===== config.mk =====
export PLATFORM = sky130hd
export DESIGN_NAME = cache_fill_fsm
export DESIGN_NICKNAME = d
export VERILOG_FILES = /design/src/rtl/cache_fill_fsm.sv
export SDC_FILE = /design/constraint.sdc
export NUM_CORES = 1
export LEC_CHECK = 0
export CORE_MARGIN = 3
export CORE_UTILIZATION = 30
export CTS_CLUSTER_DIAMETER = 60
export CTS_CLUSTER_SIZE = 24
export DETAILED_ROUTE_END_ITERATION = 6
export HOLD_SLACK_MARGIN = 0.12
export PLACE_DENSITY_LB_ADDON = 0.15
export SLEW_MARGIN = 20
export SYNTH_ARGS = -nofsm -noshare
export SYNTH_HDL_FRONTEND = slang
export SYNTH_SLANG_ARGS = --single-unit
export TNS_END_PERCENT = 10

===== constraint.sdc =====
create_clock -name clk -period 3 [get_ports clk]
set_input_delay 0.6 -clock clk [delete_from_list [all_inputs] [get_ports clk]]
set_output_delay 0.6 -clock clk [all_outputs]
set_load 0.05 [all_outputs]

===== src/rtl/cache_fill_fsm.sv =====
// Purpose: miss-handling controller for the 128-line x 8-word direct-mapped cache fill.
// Latency: stall raised combinationally on the miss cycle; a fill spends 8+L cycles in FILL.
// Backpressure: fsm_busy stalls the pipeline; returns are accepted only against outstanding requests.
module cache_fill_fsm #(
  parameter int ADDR_W  = 16,
  parameter int INDEX_W = 7,
  parameter int WORD_W  = 3
) (
  input  logic                clk,
  input  logic                rst,
  input  logic                miss_detected,
  input  logic [ADDR_W-1:0]   miss_address,
  input  logic                memory_data_valid,
  output logic                fsm_busy,
  output logic                mem_read_en,
  output logic [ADDR_W-1:0]   memory_address,
  output logic                write_data_array,
  output logic                write_tag_array,
  output logic [INDEX_W-1:0]  line_index,
  output logic [WORD_W-1:0]   word_index
);

  // Line address keeps everything above the word offset and byte bit.
  localparam int BLK_W = ADDR_W - WORD_W - 1;
  // Issue counter needs one extra bit to represent "all words requested".
  localparam int CNT_W = WORD_W + 1;
  localparam logic [CNT_W-1:0]  WORDS_PER_LINE = CNT_W'(1 << WORD_W);
  localparam logic [CNT_W-1:0]  ISSUE_ONE      = CNT_W'(1);
  localparam logic [WORD_W-1:0] RECV_ONE       = WORD_W'(1);
  localparam logic [WORD_W-1:0] LAST_WORD      = '1;

  typedef enum logic {IDLE, FILL} state_t;

  state_t              state_q, state_d;
  logic [BLK_W-1:0]    blk_addr_q, blk_addr_d;
  logic [CNT_W-1:0]    issue_cnt_q, issue_cnt_d;
  logic [WORD_W-1:0]   recv_cnt_q, recv_cnt_d;

  // State and counter registers; reset aborts any fill in progress without a tag write.
  always_ff @(posedge clk or posedge rst) begin
    if (rst) begin
      state_q     <= IDLE;
      blk_addr_q  <= '0;
      issue_cnt_q <= '0;
      recv_cnt_q  <= '0;
    end else begin
      state_q     <= state_d;
      blk_addr_q  <= blk_addr_d;
      issue_cnt_q <= issue_cnt_d;
      recv_cnt_q  <= recv_cnt_d;
    end
  end

  // Next state: latch the line on a miss, then count requests and returns until the last word lands.
  always_comb begin
    state_d     = state_q;
    blk_addr_d  = blk_addr_q;
    issue_cnt_d = issue_cnt_q;
    recv_cnt_d  = recv_cnt_q;
    case (state_q)
      IDLE: begin
        if (miss_detected) begin
          state_d     = FILL;
          blk_addr_d  = miss_address[ADDR_W-1:WORD_W+1];
          issue_cnt_d = '0;
          recv_cnt_d  = '0;
        end
      end
      FILL: begin
        // Request and return may coincide; the two counters move independently.
        if (mem_read_en) begin
          issue_cnt_d = issue_cnt_q + ISSUE_ONE;
        end
        if (write_data_array) begin
          recv_cnt_d = recv_cnt_q + RECV_ONE;
        end
        if (write_tag_array) begin
          state_d     = IDLE;
          issue_cnt_d = '0;
          recv_cnt_d  = '0;
        end
      end
      default: state_d = IDLE;
    endcase
  end

  // Outputs: requests walk the line from word 0; returns are steered by the receive count.
  always_comb begin
    fsm_busy         = 1'b0;
    mem_read_en      = 1'b0;
    memory_address   = '0;
    write_data_array = 1'b0;
    write_tag_array  = 1'b0;
    line_index       = blk_addr_q[INDEX_W-1:0];
    word_index       = recv_cnt_q;
    case (state_q)
      IDLE: begin
        // Stall in the very cycle the miss is seen so the missing access is held.
        fsm_busy = miss_detected;
      end
      FILL: begin
        fsm_busy         = 1'b1;
        mem_read_en      = (issue_cnt_q < WORDS_PER_LINE);
        memory_address   = {blk_addr_q, issue_cnt_q[WORD_W-1:0], 1'b0};
        // A valid with nothing outstanding (e.g. before the first request) is dropped.
        write_data_array = memory_data_valid && ({1'b0, recv_cnt_q} < issue_cnt_q);
        write_tag_array  = write_data_array && (recv_cnt_q == LAST_WORD);
      end
      default: ;
    endcase
  end

endmodule


### Word level (Yosys, flattened, before mapping)

Cells that the tools add are included.

| cells by class | value |
|---|---|
| add/sub/neg operators | 2 |
| order comparisons | 2 |
| equal/unequal tests | 4 |
| multiplexer cells | 16 |
| bitwise gates (word level) | 1 |
| reduce and logical (&&, ||, !) cells | 5 |

Operators with widths:

| cell | number |
|---|---|
| 16-bit two-way mux | 1 |
| 4-bit two-way mux | 3 |
| 3-bit two-way mux | 3 |
| 4-bit one-hot mux with 2 select lines | 1 |
| 3-bit != test (second input constant) | 2 |
| 3-bit one-hot mux with 2 select lines | 1 |
| 2-bit AND reduction | 3 |
| 1-bit two-way mux | 5 |
| 4-bit by 1-bit adder with 4-bit output (second input constant) | 1 |
| 3-bit by 4-bit less-than comparator with 1-bit output | 1 |
| 4-bit less-than comparator (second input constant) | 1 |
| 1-bit one-hot mux with 2 select lines | 2 |
| 3-bit by 1-bit adder with 3-bit output (second input constant) | 1 |
| 3-bit == test (second input constant) | 1 |
| 1-bit logical AND | 2 |
| 2-bit != test (second input constant) | 1 |
| 1-bit NOT | 1 |

| storage, ports and cells | value |
|---|---|
| register bits | 20 |
| input port bits | 20 |
| word-level logic and storage cells | 34 |

### Longest topological paths before layout

| logic depth | value |
|---|---|
| depth in word-level cells | 6 |
| mapped depth | 7 |
| depth with buffers taken out | 6 |

### Least setup slack after synthesis

Ideal clock, no wire load.

| timing path | value |
|---|---|
| kind | register to output |
| from | register recv_cnt_q[1], in the netlist word_index[1] |
| to | output write_tag_array |
| arrival | 2.327 ns |
| required time | 2.400 ns |
| path slack | 0.073 ns |
| stages on the path, launching flop included | 5 |
| path buffers | 0 |
| path through | dfrtp_1 -> ha_1 -> a2111o_1 -> a21oi_4 -> and2_1 |

| between the ends | value |
|---|---|
| word-level cells in the longest chain between the ends | 4 |

Ends and longest elaborated chain:

| element | RTL line | RTL |
|---|---|---|
| start, declared | 37 | `logic [WORD_W-1:0] recv_cnt_q, recv_cnt_d;` |
| start signal, assigned | 50 | `recv_cnt_q <= recv_cnt_d;` |
| 3-bit by 4-bit less-than comparator with 1-bit output | 106 | `write_data_array = memory_data_valid && ({1'b0, recv_cnt_q} < issue_cnt_q);` |
| 1-bit logical AND | 106 |  |
| 1-bit logical AND * | 107 | `write_tag_array = write_data_array && (recv_cnt_q == LAST_WORD);` |
| 1-bit two-way mux * | 96 | `case (state_q)` |
| end, declared | 18 | `output logic write_tag_array,` |

Every way passes the cells marked *; elsewhere a longest branch is shown, timed or not.

### Worst setup path after layout

| timing path | value |
|---|---|
| from | input memory_data_valid |
| to | output write_tag_array |

| between the ends | value |
|---|---|
| word-level cells in the longest chain between the ends | 3 |

Ends and longest elaborated chain:

| element | RTL line | RTL |
|---|---|---|
| start, declared | 13 | `input logic memory_data_valid,` |
| 1-bit logical AND | 106 |  |
| 1-bit logical AND | 107 |  |
| 1-bit two-way mux | 96 |  |

No other way between the ends.

==> flow_summary_export.csv <==
group,metric,value,unit
run_status,status,"finished clean",
grt,grt_max_degree,22,
clock_tree,cts_resized,0,
yosys,seq_area_frac_synth,0.444,
route,routedWlPerCell,13.2,microns
timing,finalCritPeriodShare,0.914,
floorplanning,pin_count,50,
timing,min_period,2.74,ns
yosys,yosysWarningCount,0,
clock_tree,cts.hold.buffers_added,0,
yosys,synth-seq-cells,20,
worst_setup_path,r2r_slack,1.24,ns
worst_hold_path,hp-class,"register to register",
cells_and_area,fin_area,0.00163,sq mm
timing,finalSetupViolCount,0,
worst_hold_path,whs_endpoint,"blk_addr_q[11]",
worst_setup_path,cp-start-kind,"input pin",
placed_design,gp_congestion,0.797,
cells_and_area,fin_nets,170,
clock_tree,cts_made_buffers,3,
route,drt_iter0_markers,11,
timing,hold_viol,0,
cells_and_area,drive_gt1_frac,0.118,
timing,fmax,0.365,GHz
placed_design,dp_hpwl,1890,microns
route,via_per_inst,4.55,
clock_tree,cts_tree,"done",
cells_and_area,mostFrequentLayoutCell,"clkdlybuf4s50_1",
grt,grt.overflow.total,0,
worst_setup_path,crit-reg2reg-launch,"state_q",
grt,grt_pass1_vias,903,
route,ant_nets,0,
worst_hold_path,hold_depth,1,
worst_setup_path,r2r-end,"blk_addr_q[2]",
cells_and_area,layout_common_cells,"clkdlybuf4s50_1 (41), dfrtp_1 (20), and2_1 (13)",
clock_tree,clock_latency,0.25,ns
placed_design,dpl-instance-area,0.00158,sq mm
cells_and_area,multi_input_area,517,sq um
placed_design,portBuffers,44,
timing,slew_viol_final,0,
worst_setup_path,path_class,"input pin to output pin",
floorplanning,row_count,21,
worst_setup_path,arrival,2.14,ns
worst_hold_path,worstHoldStart,"blk_addr_q[11]",
route,vias,865,
clock_tree,cts.clk_slew.worst_paths,0.08,ns
floorplanning,die_h,67.3,microns
floorplanning,die_w,67.3,microns
grt,antenna_found_initial,0,
cells_and_area,finalNonFillerCells,190,
clock_tree,clockRootBuffer,"clkbuf_8",
floorplanning,initial_core_util,0.325,
placed_design,placedCellCount,186,
cells_and_area,regArea,500,sq um
yosys,yosys.cell_types.count,31,
cells_and_area,fillers,364,
grt,grt_pass1_wl,4140,microns
grt,grt_usage,0.120,
worst_setup_path,path_max_fanout,5,
yosys,syn-cell-area,0.00113,sq mm
clock_tree,post_cts_buffers,0,
clock_tree,clk_path_buf_depth,2,
route,detail_route.first_pass.iterations,3,
yosys,synth_nets,132,
yosys,avgSynthCellArea,10.5,sq um
timing,tightest_slew,0.780,ns
worst_setup_path,end_kind,"output pin",
cells_and_area,diodes,0,
clock_tree,htreeDepth,1,
floorplanning,die-area,0.00453,sq mm
route,drt_drc_violations_left,0,
timing,rsz0062_at_grt,"no",
route,drt_wl_total,2510,microns
run,cap_violations,0,
worst_setup_path,rr_worst_depth,3,
timing,fin_worst_skew,0.00652,ns
worst_setup_path,cp_data_required_time,2.40,ns
timing,tns,0,ns
floorplanning,coreArea,0.00347,sq mm
timing,slew_headroom,0.479,
yosys,synth_cells,107,
clock_tree,clock-sinks,20,
cells_and_area,area_growth,44.8,%
## cells in the mapped netlist
cell	instances	area share
inv_2	1	0.0033
ha_1	5	0.055
a31oi_1	2	0.011
a211oi_1	2	0.013
a21boi_1	1	0.0067
mux2_2	1	0.010
buf_4	8	0.053
and2_1	13	0.072
o41ai_1	1	0.0078
a21oi_1	1	0.0044
nor2_1	5	0.017
mux2_1	11	0.11
nand4_1	1	0.0056
o2bb2ai_1	2	0.016
nor2b_1	3	0.017
xnor2_1	1	0.0078
nand2_1	7	0.023
buf_2	1	0.0044
a21oi_4	1	0.014
and2_4	1	0.0078
conb_1	1	0.0033
o21ai_2	1	0.0078
and2_2	1	0.0067
a2111o_1	1	0.010
clkbuf_1	4	0.013
nand2b_1	1	0.0056
dfrtp_1	20	0.44
inv_1	7	0.023
o311ai_2	1	0.014
a31o_2	1	0.0078
o21ai_1	1	0.0044
## worst max-delay path by stage
stage	depth (start not counted)	from	end
2_1_floorplan	4	word_index[1]	write_tag_array
3_3_place_gp	6	memory_data_valid	write_tag_array
3_5_place_dp	6	memory_data_valid	write_tag_array
4_1_cts	3	state_q	memory_address[3]
5_1_grt	2	state_q	mem_read_en
6_report	6	memory_data_valid	write_tag_array
## metal layers
layer,up-vias,share of wire,global-route usage
li1,421,-,-
met1,414,0.44,0.148
met2,26,0.49,0.204
met3,4,0.059,0.0383
met4,0,0.0076,0.0278
met5,-,0,0
## cells by family after synthesis
kind of cell               share of synthesized area
and+or+nand+nor                                0.154
buffers and inverters                         0.0977
DFF                                            0.444
AOI/OAI and AO/OA                              0.118
muxes                                          0.120
adders and majority gates                     0.0555
other                                        0.00333
xor gates and xnor gates                     0.00777
## worst max-delay path, stage by stage
cell and delay [ns]:
clkdlybuf4s50_1 0.52, inv_1 0.06, a2111o_1 0.48, a21oi_4 0.15, and2_1 0.19, buf_12 0.15
## final cells by class
class | instances | share of cell area
repair buffers | 46 | 0.290
clock buffers | 4 | 0.0337
well taps | 46 | 0.0352
flip-flops and latches | 20 | 0.307
multi-input cells | 66 | 0.316
inverters | 8 | 0.0184
## stage by stage
step	util	hold slack, ns	setup WS, ns
final	0.471	0.479	0.258
after global placement	0.455	0.461	0.269
after detailed placement	0.455	0.468	0.264
after floorplan	-	0.449	0.0728
after CTS	0.471	0.487	0.230
after global routing	0.471	0.512	0.0947
## flip-flops by register name, indices dropped and copies added, names as in the netlist
register,count
blk_addr_q,12
issue_cnt_q,4
word_index,3
state_q,1
Power is left out: the tool's default activity adds up to more than one toggle a clock period on the data nets, which glitch-free logic cannot reach.
